File: config.mk
export PLATFORM = sky130hd
export DESIGN_NAME = mem_access_ctrl
export DESIGN_NICKNAME = d
export VERILOG_FILES = /design/src/rtl/mem_access_ctrl.sv
export SDC_FILE = /design/constraint.sdc
export NUM_CORES = 1
export LEC_CHECK = 0
export CORE_ASPECT_RATIO = 1.25
export CORE_MARGIN = 1.5
export CORE_UTILIZATION = 45
export CTS_CLUSTER_DIAMETER = 60
export CTS_CLUSTER_SIZE = 16
export DETAILED_ROUTE_END_ITERATION = 16
export PLACE_DENSITY_LB_ADDON = 0.05
export SLEW_MARGIN = 20
export SYNTH_ARGS = -nofsm -noshare
export SYNTH_HDL_FRONTEND = slang
export SYNTH_SLANG_ARGS = --single-unit
File: constraint.sdc
create_clock -name clk -period 3.75 [get_ports clk]
set_input_delay 0.375 -clock clk [delete_from_list [all_inputs] [get_ports clk]]
set_output_delay 0.375 -clock clk [all_outputs]
set_load 0.05 [all_outputs]
File: src/rtl/mem_access_ctrl.sv
// mem_access_ctrl
// Multicycle load/store sequencer between the control unit, main memory,
// the MDR and the load-size selector. One access is taken at a time.
// Loads read memory, pulse the MDR load and present the load-size select.
// Sub-word stores read the addressed word, merge the low bits and write it back.
//
// Parameters:
//   MEM_LAT    memory read latency in cycles (1..4)
// Ports:
//   clk        system clock, rising edge
//   reset      asynchronous active-high reset
//   req        start request, sampled only in IDLE
//   op         000 LW, 001 LH, 010 LB, 100 SW, 101 SH, 110 SB (011/111 illegal)
//   addr       access address, latched on acceptance
//   store_data store operand, latched on acceptance
//   mem_addr   registered memory address
//   mem_wr     one-cycle memory write strobe
//   mem_wdata  registered memory write data
//   mem_rdata  memory read data
//   mdr_load   one-cycle MDR load enable
//   ls_sel     load-size select: 00 word, 10 half, 01 byte
//   busy       access in progress (cycle after acceptance through FIN)
//   done       one-cycle completion pulse
//   err        one-cycle illegal-op pulse
module mem_access_ctrl #(
    parameter int MEM_LAT = 1
) (
    input  logic        clk,
    input  logic        reset,
    input  logic        req,
    input  logic [2:0]  op,
    input  logic [31:0] addr,
    input  logic [31:0] store_data,
    output logic [31:0] mem_addr,
    output logic        mem_wr,
    output logic [31:0] mem_wdata,
    input  logic [31:0] mem_rdata,
    output logic        mdr_load,
    output logic [1:0]  ls_sel,
    output logic        busy,
    output logic        done,
    output logic        err
);

    typedef enum logic [2:0] {
        ST_IDLE = 3'd0,
        ST_RD   = 3'd1,
        ST_CAP  = 3'd2,
        ST_WR   = 3'd3,
        ST_FIN  = 3'd4,
        ST_ERR  = 3'd5
    } state_t;

    localparam logic [2:0] OP_LW = 3'b000;
    localparam logic [2:0] OP_LH = 3'b001;
    localparam logic [2:0] OP_LB = 3'b010;
    localparam logic [2:0] OP_SW = 3'b100;
    localparam logic [2:0] OP_SH = 3'b101;
    localparam logic [2:0] OP_SB = 3'b110;

    // Counter value on the final RD cycle.
    localparam logic [1:0] LAT_LAST = 2'(MEM_LAT - 1);

    // Opcode legality check.
    function automatic logic op_legal(input logic [2:0] o);
        logic ok;
        case (o)
            OP_LW, OP_LH, OP_LB, OP_SW, OP_SH, OP_SB: ok = 1'b1;
            default:                                  ok = 1'b0;
        endcase
        return ok;
    endfunction

    // Load-size select code for a load opcode.
    function automatic logic [1:0] ls_code(input logic [2:0] o);
        logic [1:0] c;
        case (o)
            OP_LH:   c = 2'b10;
            OP_LB:   c = 2'b01;
            default: c = 2'b00;
        endcase
        return c;
    endfunction

    // Sub-word store merge: new low bits from the buffer, upper bits from memory.
    function automatic logic [31:0] merge_word(input logic [2:0]  o,
                                               input logic [31:0] rd,
                                               input logic [31:0] b);
        logic [31:0] w;
        case (o)
            OP_SH:   w = {rd[31:16], b[15:0]};
            OP_SB:   w = {rd[31:8],  b[7:0]};
            default: w = b;
        endcase
        return w;
    endfunction

    state_t      state_q, state_d;
    logic [1:0]  cnt_q, cnt_d;
    logic [2:0]  op_q, op_d;
    logic [31:0] buf_q, buf_d;
    logic [31:0] mem_addr_q, mem_addr_d;
    logic [31:0] mem_wdata_q, mem_wdata_d;
    logic [1:0]  ls_sel_q, ls_sel_d;
    logic        mem_wr_q, mem_wr_d;
    logic        mdr_load_q, mdr_load_d;
    logic        busy_q, busy_d;
    logic        done_q, done_d;
    logic        err_q, err_d;

    // Next-state and datapath decode; strobes are derived from the next state
    // so that the registered outputs line up with the state they belong to.
    always_comb begin
        state_d     = state_q;
        cnt_d       = cnt_q;
        op_d        = op_q;
        buf_d       = buf_q;
        mem_addr_d  = mem_addr_q;
        mem_wdata_d = mem_wdata_q;
        ls_sel_d    = ls_sel_q;

        case (state_q)
            ST_IDLE: begin
                if (req) begin
                    if (op_legal(op)) begin
                        op_d       = op;
                        mem_addr_d = addr;
                        buf_d      = store_data;
                        cnt_d      = 2'd0;
                        if (op == OP_SW) begin
                            // Full-word store needs no read; data goes out directly.
                            mem_wdata_d = store_data;
                            state_d     = ST_WR;
                        end else begin
                            state_d = ST_RD;
                        end
                    end else begin
                        state_d = ST_ERR;
                    end
                end else begin
                    state_d = ST_IDLE;
                end
            end
            ST_RD: begin
                if (cnt_q == LAT_LAST) begin
                    if (op_q[2]) begin
                        mem_wdata_d = merge_word(op_q, mem_rdata, buf_q);
                        state_d     = ST_WR;
                    end else begin
                        ls_sel_d = ls_code(op_q);
                        state_d  = ST_CAP;
                    end
                end else begin
                    cnt_d = cnt_q + 2'd1;
                end
            end
            ST_CAP:  state_d = ST_FIN;
            ST_WR:   state_d = ST_FIN;
            ST_FIN:  state_d = ST_IDLE;
            ST_ERR:  state_d = ST_IDLE;
            default: state_d = ST_IDLE;
        endcase

        mem_wr_d   = (state_d == ST_WR);
        mdr_load_d = (state_d == ST_CAP);
        done_d     = (state_d == ST_FIN);
        err_d      = (state_d == ST_ERR);
        busy_d     = (state_d == ST_RD) || (state_d == ST_CAP) ||
                     (state_d == ST_WR) || (state_d == ST_FIN);
    end

    // State, datapath and output registers with asynchronous reset.
    always_ff @(posedge clk or posedge reset) begin
        if (reset) begin
            state_q     <= ST_IDLE;
            cnt_q       <= 2'd0;
            op_q        <= 3'd0;
            buf_q       <= 32'd0;
            mem_addr_q  <= 32'd0;
            mem_wdata_q <= 32'd0;
            ls_sel_q    <= 2'b00;
            mem_wr_q    <= 1'b0;
            mdr_load_q  <= 1'b0;
            busy_q      <= 1'b0;
            done_q      <= 1'b0;
            err_q       <= 1'b0;
        end else begin
            state_q     <= state_d;
            cnt_q       <= cnt_d;
            op_q        <= op_d;
            buf_q       <= buf_d;
            mem_addr_q  <= mem_addr_d;
            mem_wdata_q <= mem_wdata_d;
            ls_sel_q    <= ls_sel_d;
            mem_wr_q    <= mem_wr_d;
            mdr_load_q  <= mdr_load_d;
            busy_q      <= busy_d;
            done_q      <= done_d;
            err_q       <= err_d;
        end
    end

    assign mem_addr  = mem_addr_q;
    assign mem_wr    = mem_wr_q;
    assign mem_wdata = mem_wdata_q;
    assign mdr_load  = mdr_load_q;
    assign ls_sel    = ls_sel_q;
    assign busy      = busy_q;
    assign done      = done_q;
    assign err       = err_q;

endmodule

==> flow_summary_export.csv <==
group,metric,value,unit
status,outcome,"completed",
worst_setup_path,slowest_delay,0.68,ns
worst_setup_path,cp_cell_sequence,"or4b_1, nand2b_4, buf_4, mux2_2",
worst_setup_path,critPathSlowestCell,"or4b_1",
sta,finalSetupTns,0,ns
synth,synth_ff_type,"dfrtp_1",
place,io_buffers,164,
hold_path,hold_class,"reg2reg",
routing,vias,3385,
pwr,p_seq_share,30.6,%
sta,finalHoldViolations,0,
routing,drt-total-wl,10.87,mm
clocking,clk_pin_slew,0.07,ns
sta,timing.fmax,420.2,MHz
pwr,powerDensity,997.5,nW/um^2
final_layout,fin_area,6830,sq um
grt,grt_util_all_layers,19.67,%
floorplanning,core-area,10510,sq um
worst_setup_path,crit_arrival,2.60,ns
worst_setup_path,criticalPathCategory,"reg2reg",
place,place_congestion,0.7656,
clocking,cts_sinks,111,
routing,drc,0,
sta,rsz0062_at_grt,"no",
worst_setup_path,start_kind,"flip-flop",
grt,grt_max_degree,66,
clocking,clockBufferDepth,2,
synth,synth_common_cells,"dfrtp_1, mux2_2, mux2i_1",
pwr,swShare,43.43,%
sta,slew_headroom,30.63,%
pwr,p_int,3.854,mW
floorplanning,rows,42,
floorplanning,die-area,11310,sq um
worst_setup_path,cp-end-kind,"flip-flop",
synth,ys_types,29,
grt,grt_pass1_wl,17.08,mm
clocking,cts_tree,"yes",
synth,syn_nets,465,
worst_setup_path,critPathRequiredTime,3.97,ns
routing,drtAntennaViolNets,0,
sta,fin_skew,0.006119,ns
synth,yosysMostFrequentCell,"dfrtp_1",
synth,synth_edf_count,0,
clocking,hold_buffers,0,
synth,syn_avg_cell_area,13.27,sq um
floorplanning,die_x,95.41,microns
clocking,h-tree-depth,3,
sta,post-route-period-util,63.46,%
final_layout,area_growth,42.20,%
place,dpl_cell_area,6513,sq um
worst_setup_path,startpoint,"state_q[2]$_DFF_PP0_",
sta,slew_viol_final,0,
pwr,pwr-share-clk,14.6,%
clocking,insertion_delay,0.34,ns
routing,drtIter0Drc,79,
routing,first_pass_iters,4,
synth,synth_cells,362,
sta,tightest_slew,1.040,ns
grt,grt_antenna_before_repair,0,
synth,async_flop_share,100.0,%
worst_setup_path,crit_fanout,39,
synth,syn-cell-area,4803,sq um
pwr,leakage,2.892,nW
sta,setup_slack,1.370,ns
final_layout,diodes,0,
clocking,cts_root_buffer,"clkbuf_16",
synth,synth-seq-cells,111,
final_layout,drive_gt1_share,21.41,%
synth,synth_top_area_share,57.83,%
place,pre_cts_ws,1.003,ns
hold_path,hp-start,"mem_wdata[13]$_DFFE_PP0P_",
clocking,cts_resized,0,
sta,setup_viol,0,
worst_setup_path,rr_startpoint,"state_q[2]$_DFF_PP0_",
pwr,ir_drop,0.5948,mV
grt,overflow,0,
floorplanning,start_util,45.70,%
synth,synthTopCellsByArea,"dfrtp_1, mux2_2, mux2i_1",
synth,ys_warn_count,0,
routing,wl_per_cell,16.59,microns
pwr,comb_power_share,54.7,%
floorplanning,top_level_ports,173,
synth,yosysTopAreaCell,"dfrtp_1",
clocking,cts_buffers,9,
final_layout,fin_nets,621,
grt,grt_pass1_vias,3511,
clocking,cts_setup_buffers,0,
routing,routed_via_density,5.168,
synth,yosysSeqAreaShare,57.83,%
place,hpwlAfterDp,7.382,mm
pwr,power.net_switching,2.959,mW
run,maxCapViolCount,0,
sta,fin_crit,2.380,ns
floorplanning,die_h,118.5,microns
==> cell usage in the layout (no fill, tap or decap), types with 3 or more instances in the layout <==
cell / instances
mux2_2: 76
nand2_1: 19
nor2_1: 13
a221oi_1: 6
inv_1: 19
o21ai_0: 18
nor3_1: 16
mux2i_1: 24
dfrtp_1: 111
clkbuf_8: 3
nor2b_1: 3
buf_4: 4
clkdlybuf4s50_1: 164
a221oi_2: 10
clkbuf_16: 9
o22ai_1: 8
==> cells by family (layout without fill, tap and decap cells) <==
family	Yosys count	after routing	synth area share, %
fa+ha+maj	1	1	0.2604
flops	111	111	57.83
mux	100	100	22.82
compound gates	47	47	8.205
simple gates	59	59	6.096
buf+inv	44	205	4.793
==> metrics by stage <==
step           hold slack [ns]  utilization (%)  power (mW)  instances
4_1_cts                 0.4893            64.99       6.882        655
2_1_floorplan           0.4658                -       4.746        362
3_3_place_gp            0.4631            61.96       5.774        639
3_5_place_dp            0.4741            61.96       5.872        639
6_report                0.4833            64.99       6.813        655
5_1_grt                 0.5110            64.99       7.151        655
==> sequential cells by signal, summed over array words and instances, names as in the netlist <==
name / cells
op_q: 3
mdr_load: 1
mem_addr: 32
busy: 1
state_q: 3
cnt_q: 2
buf_q: 32
done: 1
mem_wr: 1
ls_sel: 2
mem_wdata: 32
err: 1
==> per-layer routing <==
metal	wire length [microns]	up-vias	global-route usage, %
li1	-	1595	-
met1	4416	1683	23.78
met2	5677	100	34.44
met3	666	7	4.698
met4	108	0	5.239
met5	0	-	0
==> power by group through the flow <==
stage / sequential, mW / clock (mW) / combinational, mW
floorplan: 3.39 / 0 / 1.36
detailed placement: 2.11 / 0 / 3.76
finish: 2.09 / 0.998 / 3.73
CTS: 2.09 / 1.02 / 3.77
global route: 2.16 / 1.06 / 3.93
global placement: 2.08 / 0 / 3.70
==> area by class of cell <==
| type | instances | area [sq um] |
|---|---|---|
| well taps | 132 | 165.2 |
| repair buffers | 169 | 1692 |
| flip-flops and latches | 111 | 2778 |
| inverters | 20 | 77.57 |
| clock buffers | 12 | 266.5 |
| clock inverters | 4 | 51.30 |
| fillers | 866 | 3680 |
| multi-input cells | 207 | 1800 |
==> path summary, 6_finish.rpt <==
| path | endpoint | slack [ns] | cells after the start |
|---|---|---|---|
| max | buf_q[16]$_DFFE_PP0P_ | 1.37 | 4 |
| min | mem_wdata[13]$_DFFE_PP0P_ | 0.48 | 2 |
| max reg2reg | buf_q[16]$_DFFE_PP0P_ | 1.37 | 4 |
| min reg2reg | mem_wdata[13]$_DFFE_PP0P_ | 0.48 | 2 |
| max in group asynchronous | mem_wdata[10]$_DFFE_PP0P_ | 2.49 | 3 |
| min in group asynchronous | mem_addr[31]$_DFFE_PP0P_ | 0.50 | 2 |
==> critical path, delay by kind of cell (launching register included) <==
kind / cells / cell delay [ns]
simple gates: 2 / 1.14
flops: 1 / 0.45
buf+inv: 1 / 0.37
mux: 1 / 0.29
No activity file was read; power rests on OpenSTA's default activity.
